## src/rtl/param_ram.sv

```systemverilog
`default_nettype none
// ============================================================================
// Module   : param_ram
// Brief    : Simple dual-port byte-enabled RAM with self-clearing controller,
//            registered read data and selectable read-during-write policy.
// Revision : 1.0 - initial release
// ============================================================================
module param_ram #(
    parameter int DATA_W  = 32,
    parameter int ADDR_W  = 5,
    parameter int RD_MODE = 0
) (
    input  logic              clk,
    input  logic              rst,
    input  logic              clear,
    output logic              ready,
    input  logic              wr_en,
    input  logic [ADDR_W-1:0] wr_addr,
    input  logic [DATA_W/8-1:0] wr_be,
    input  logic [DATA_W-1:0] wr_data,
    input  logic              rd_en,
    input  logic [ADDR_W-1:0] rd_addr,
    output logic [DATA_W-1:0] q,
    output logic              q_valid
);

    localparam int DEPTH = 2 ** ADDR_W;
    localparam int BE_W  = DATA_W / 8;

    typedef enum logic [0:0] {
        ST_CLEAR = 1'b0,
        ST_READY = 1'b1
    } state_t;

    state_t              state_q, state_d;
    logic [ADDR_W-1:0]   clr_cnt_q, clr_cnt_d;
    logic                ready_q, ready_d;
    logic [DATA_W-1:0]   q_q, q_d;
    logic                q_valid_q, q_valid_d;

    logic [DATA_W-1:0]   mem [DEPTH];

    logic                w_accept;
    logic                w_wr_acc;
    logic                w_rd_acc;
    logic                w_mem_we;
    logic [ADDR_W-1:0]   w_mem_addr;
    logic [DATA_W-1:0]   w_mem_data;
    logic [BE_W-1:0]     w_mem_be;
    logic [DATA_W-1:0]   w_rd_old;
    logic [DATA_W-1:0]   w_rd_word;

    // A clear request on the same edge pre-empts any user access.
    assign w_accept = ready_q && !clear;
    assign w_wr_acc = w_accept && wr_en;
    assign w_rd_acc = w_accept && rd_en;

    // The clear sequencer owns the write port for the whole CLEAR state.
    always_comb begin
        w_mem_we   = 1'b0;
        w_mem_addr = wr_addr;
        w_mem_data = wr_data;
        w_mem_be   = wr_be;
        if (state_q == ST_CLEAR) begin
            w_mem_we   = 1'b1;
            w_mem_addr = clr_cnt_q;
            w_mem_data = '0;
            w_mem_be   = '1;
        end else if (w_wr_acc) begin
            w_mem_we   = 1'b1;
        end
    end

    always_ff @(posedge clk) begin
        if (w_mem_we) begin
            for (int i = 0; i < BE_W; i++) begin
                if (w_mem_be[i]) begin
                    mem[w_mem_addr][8*i +: 8] <= w_mem_data[8*i +: 8];
                end
            end
        end
    end

    assign w_rd_old = mem[rd_addr];

    generate
        if (RD_MODE == 1) begin : g_write_first
            logic [DATA_W-1:0] w_rd_merged;

            always_comb begin
                w_rd_merged = w_rd_old;
                for (int i = 0; i < BE_W; i++) begin
                    if (wr_be[i]) begin
                        w_rd_merged[8*i +: 8] = wr_data[8*i +: 8];
                    end
                end
            end

            assign w_rd_word = (w_wr_acc && (wr_addr == rd_addr)) ? w_rd_merged : w_rd_old;
        end else begin : g_read_first
            assign w_rd_word = w_rd_old;
        end
    endgenerate

    always_comb begin
        state_d   = state_q;
        clr_cnt_d = clr_cnt_q;
        q_d       = q_q;
        q_valid_d = 1'b0;

        case (state_q)
            ST_CLEAR: begin
                clr_cnt_d = clr_cnt_q + ADDR_W'(1);
                if (clr_cnt_q == {ADDR_W{1'b1}}) begin
                    state_d = ST_READY;
                end
            end
            ST_READY: begin
                if (clear) begin
                    state_d   = ST_CLEAR;
                    clr_cnt_d = '0;
                end
            end
            default: begin
                state_d   = ST_CLEAR;
                clr_cnt_d = '0;
            end
        endcase

        if (w_rd_acc) begin
            q_d       = w_rd_word;
            q_valid_d = 1'b1;
        end

        ready_d = (state_d == ST_READY);
    end

    always_ff @(posedge clk or posedge rst) begin
        if (rst) begin
            state_q   <= ST_CLEAR;
            clr_cnt_q <= '0;
            ready_q   <= 1'b0;
            q_q       <= '0;
            q_valid_q <= 1'b0;
        end else begin
            state_q   <= state_d;
            clr_cnt_q <= clr_cnt_d;
            ready_q   <= ready_d;
            q_q       <= q_d;
            q_valid_q <= q_valid_d;
        end
    end

    assign ready   = ready_q;
    assign q       = q_q;
    assign q_valid = q_valid_q;

endmodule
`default_nettype wire

```

## config.mk

```make
export PLATFORM = sky130hd
export DESIGN_NAME = param_ram
export DESIGN_NICKNAME = d
export VERILOG_FILES = /design/src/rtl/param_ram.sv
export SDC_FILE = /design/constraint.sdc
export NUM_CORES = 1
export LEC_CHECK = 0
export CAP_MARGIN = 40
export CORE_UTILIZATION = 56
export CTS_CLUSTER_DIAMETER = 200
export DETAILED_ROUTE_END_ITERATION = 16
export GPL_TIMING_DRIVEN = 0
export MAX_ROUTING_LAYER = met4
export PLACE_DENSITY = 0.82
export SYNTH_ARGS = -nofsm -noshare
export SYNTH_HDL_FRONTEND = slang
export SYNTH_SLANG_ARGS = --single-unit
```

## constraint.sdc

```tcl
create_clock -name clk -period 6.6 [get_ports clk]
set_input_delay 1.65 -clock clk [delete_from_list [all_inputs] [get_ports clk]]
set_output_delay 1.65 -clock clk [all_outputs]
set_load 0.005 [all_outputs]
```

### Yosys cells after proc, flatten, opt, wreduce, memory -nomap -nowiden

Memories as Yosys holds them, arrays and structs flattened. A register that Yosys moved wholly into a read port is not among the register bits.
Index checks and enable logic that the tools add are counted.

| word-level totals | value |
|---|---|
| flip-flop bits (word level) | 7 |
| bits in latches | 0 |
| memory bits (writable) | 1,024 |
| ROM bits | 0 |
| input bits | 51 |
| output and inout port bits | 34 |
| logic and storage cells | 35 |
| memories | 1 |

Memories:

| memory | words | width | rd ports | clocked after Yosys merged registers in | wr ports | RTL line | RTL |
|---|---|---|---|---|---|---|---|
| mem | 32 | 32 | 1 | 1 | 1 | 41 | `logic [DATA_W-1:0] mem [DEPTH];` |

| operators by class | value |
|---|---|
| $add $sub $neg | 1 |
| multipliers | 0 |
| div/mod/pow operators | 0 |
| $lt $le $gt $ge | 0 |
| equality and inequality tests | 2 |
| shift operators | 0 |
| muxes and demuxes | 23 |
| bitwise operators | 1 |
| reductions and logical operators | 4 |

Operator list:

| kind | number |
|---|---|
| $mux 32 | 1 |
| $mux 1 | 17 |
| $mux 5 | 2 |
| $pmux 5 s2 | 1 |
| $add 5x1->5 const B | 1 |
| $eq 5x5->1 const B | 1 |
| $mux 4 | 1 |
| $logic_and 1x1->1 | 3 |
| $ne 2x2->1 const B | 1 |
| $pmux 1 s2 | 1 |
| $logic_not 1->1 | 1 |
| $not 1->1 | 1 |

### Longest topological paths before layout

| logic depth | value |
|---|---|
| word-level depth | 7 |
| mapped depth | 8 |
| mapped depth without buffers | 5 |

### Least setup slack after synthesis

Ideal clock, no wire load.

| path | value |
|---|---|
| kind | input to register |
| start | in wr_addr[2] |
| end | mem mem[11][0], enable pin |
| arrival time | 3,068 ps |
| data required time | 6,217 ps |
| setup slack | 3,149 ps |
| stages on the path | 4 |
| path buffers | 1 |
| cell sequence | mux2i_1 nand2_1 clkbuf_1 nor3_1 |

| on the way | value |
|---|---|
| cells in the longest elaborated chain, start to end | 1 |

RTL lines:

| element | RTL line | RTL |
|---|---|---|
| start, declared | 18 | `input logic [ADDR_W-1:0] wr_addr,` |
| $mux 5 | 64 | `if (state_q == ST_CLEAR) begin` |
| end, declared | 41 |  |

Every way passes these cells.

==> results.md <==
- Run status: finished, final reports clean
- Tmin final: roughly 4500 ps
- Initial core utilization: 0.566
- Final Cycle Share: 0.678
- Crit. End Element: flip-flop
- Synth warn: 0
- Crit Path Class: in -> reg
- Clk_lat worst skew: 700 ps
- DRT Wirelength: about 120,000 µm
- H-Tree Depth: 3
- Setup Buffers After CTS: 0
- Slew headroom: 0.309
- Max Fclk: approximately 0.22 GHz
- Max VDD drop: between 200 and 300 µV
- Row cnt: 100
- Register area share after synthesis: 0.751
- Met2 WL post-DR: 54,900 µm
- Placer Congestion: about 1
- Netlist cell types: 40
- Power Dens Cells: 358 nW/µm²
- Post-Syn Instances: ~2,400
- Number of DRC markers in iteration 0: 4,350
- Largest driver fanout on the critical path: 10
- Unrepaired setup endpoints after global routing: no
- Hold Vio Cnt, Final: 0
- I/O pins: between 80 and 90
- Layout cells sized above 1: 0.131
- Area of the mapped netlist: ~42,000 µm²
- Initial antenna violation count: 6
- Critical Path RT: ~7100 ps
- Synth top area share: 0.728
- First-pass GRT wire length: 171,000 µm
- Syn Nets: between 2,000 and 2,500
- Biggest area consumer among synthesized cells: edfxtp_1
- Die area: between 70,000 and 80,000 µm²
- Fill count: around 4,700
- Final setup viols: 0
- Vias: roughly 25,000
- Layout Nets: 2,745
- Worst hold path class: reg -> reg
- #FFs+latches synth: roughly 1,100
- Post-route antenna net violation count: 0
- CTS max path bufs: 3
- Core Area: about 75,000 µm²
- Post-route clock skew: 47.2 ps
- Worst setup SP type: primary input
- Worst Path Arrival: ~5000 ps
- DRT Pass-1 Iters: 8
- Post-DP HPWL: ~84,000 µm
- Cell area after layout: about 50,000 µm²
- Met3 WL post-DR: about 18,000 µm
- Top Metal Used: met4
- Port-buffer cells: slightly above 80
- Setup WS pre-CTS: approximately 1600 ps
- Total GRT Usage: 0.327
- Root buf cell: clkbuf_16
- Via density: 6.75
- GRT Residual Overflow: 0
- WL/cell: 32.7 µm
- CTS tree: yes
- Worst Tran Pin Value: approximately 1000 ps
- Vert. Die Dim: ~280 µm
- Clk sinks: around 1,100
- DR DRC count: 0
- Worst-path clk slew: 60 ps
- P&R area growth vs syn: 15.6%
- Pin count of the biggest net entering global routing: 33
- Chip width: 277 µm
- Worst setup margin: 2120 ps
- Synth top area cells: edfxtp_1 73%, mux2i_1 12%, dfrtp_1 2.3%
- Setup TNS: 0 ps
- Final core occ: 0.654
- Hold_buf cts: 0
- Max_cap viols: 0
- CTS-repair resized insts: 0
- Vias in the first global route: roughly 25,000
- Post-DP Area: ~45,000 µm²
- Final Max Slew Viols: 0
- Number of buffers created by CTS: a little over 100
- WL met1: 41,800 µm
- Total leakage power: roughly 18 nW
- Synthesized area per cell: 17.6 µm²
-- report_power, final --
part	switching [W]	leakage, nW	internal [W]
Sequential	0.000314	10.0	0.00853
Combinational	0.00192	6.11	0.000899
Clock	0.00253	1.61	0.00328
Total	0.00476	17.7	0.0127
-- synth_stat cells, drive strengths merged --
library cell / count
edfxtp: 1024
xnor2: 1
a22oi: 129
and2: 36
a31oi: 1
nand3b: 2
o21ai: 2
a21boi: 4
buf: 58
o22ai: 37
and3: 1
nor2b: 4
a21oi: 64
mux2i: 514
o22a: 1
or2: 1
and3b: 1
o41ai: 32
dfrtp: 39
inv: 7
xor2: 1
ha: 2
o32a: 1
nand2: 58
a32o: 1
a221oi: 64
a22o: 65
nor2: 109
nor3: 24
mux2: 1
nand2b: 5
clkbuf: 98
o32ai: 3
nand3: 11
-- worst paths after layout --
check | startpoint | end | slack, ps | cells after the start
worst max-delay path | rd_addr[2] | q[17]$_DFFE_PP0P_ | 2120 | 8
worst min-delay path | q[15]$_DFFE_PP0P_ | q[15]$_DFFE_PP0P_ | 500 | 2
worst max register to register | ready$_DFF_PP0_ | mem[9][16]$_DFFE_PP_ | 2700 | 5
worst min register to register | q[15]$_DFFE_PP0P_ | q[15]$_DFFE_PP0P_ | 500 | 2
max in group asynchronous | rst | q[30]$_DFFE_PP0P_ | 4660 | 3
min in group asynchronous | rst | q[9]$_DFFE_PP0P_ | 1330 | 2
-- area by class of cell --
cell class,instances,area (µm²),area share
flip-flops and latches,1063,31700,0.650
multi-input cells,1175,9630,0.197
clock buffers,130,2770,0.0568
repair buffers,187,1990,0.0408
well taps,969,1210,0.0248
plain buffers,156,885,0.0181
clock inverters,59,538,0.0110
inverters,7,26.3,0.000538
diodes,7,17.5,0.000359
-- worst max-delay path: stages --
cell and delay, ps:
clkdlybuf4s50_1 570, nor2b_1 220, buf_2 460, clkbuf_1 570, clkbuf_1 760, a22oi_1 260
a21oi_1 370, o41ai_2 130
-- placed cells by master (no fill, tap or decap), types with 25 or more instances in the layout --
master and n:
a21oi_1 64, a221oi_1 64, a22o_1 65, a22oi_1 129
and2_1 36, buf_4 59, buf_6 25, buf_8 39
clkbuf_1 106, clkbuf_16 104, clkdlybuf4s50_1 83, dfrtp_1 39
edfxtp_1 1024, mux2i_1 514, nand2_1 58, nor2_1 109
o22ai_1 37, o41ai_2 32
-- through the flow --
step | power (W) | hold WS, ps | std cells
after floorplan | 0.0103 | 474 | 2401
after global placement | 0.0113 | 471 | 3453
after detailed placement | 0.0116 | 472 | 3552
after CTS | 0.0173 | 496 | 3741
after global routing | 0.0178 | 515 | 3752
final | 0.0175 | 496 | 3753
-- logic make-up after synthesis --
| logic type | share of synthesized area |
|---|---|
| compound gates | 0.0775 |
| xor+xnor | 0.000415 |
| fa+ha+maj | 0.000593 |
| buf+inv | 0.0216 |
| flops | 0.751 |
| mux | 0.122 |
| simple gates | 0.0265 |
-- flip-flops by register name (all words and copies together), names as in the netlist --
signal / cells
q: 32
q_valid: 1
mem: 1024
ready: 1
clr_cnt_q: 5
-- routing by layer --
| layer | up-vias | GRT usage |
|---|---|---|
| met3 | 467 | 0.109 |
| met1 | 12489 | 0.406 |
| met5 | - | - |
| met2 | 2161 | 0.474 |
| met4 | 0 | 0.178 |
| li1 | 10219 | - |
(Power assumes the default switching activity.)
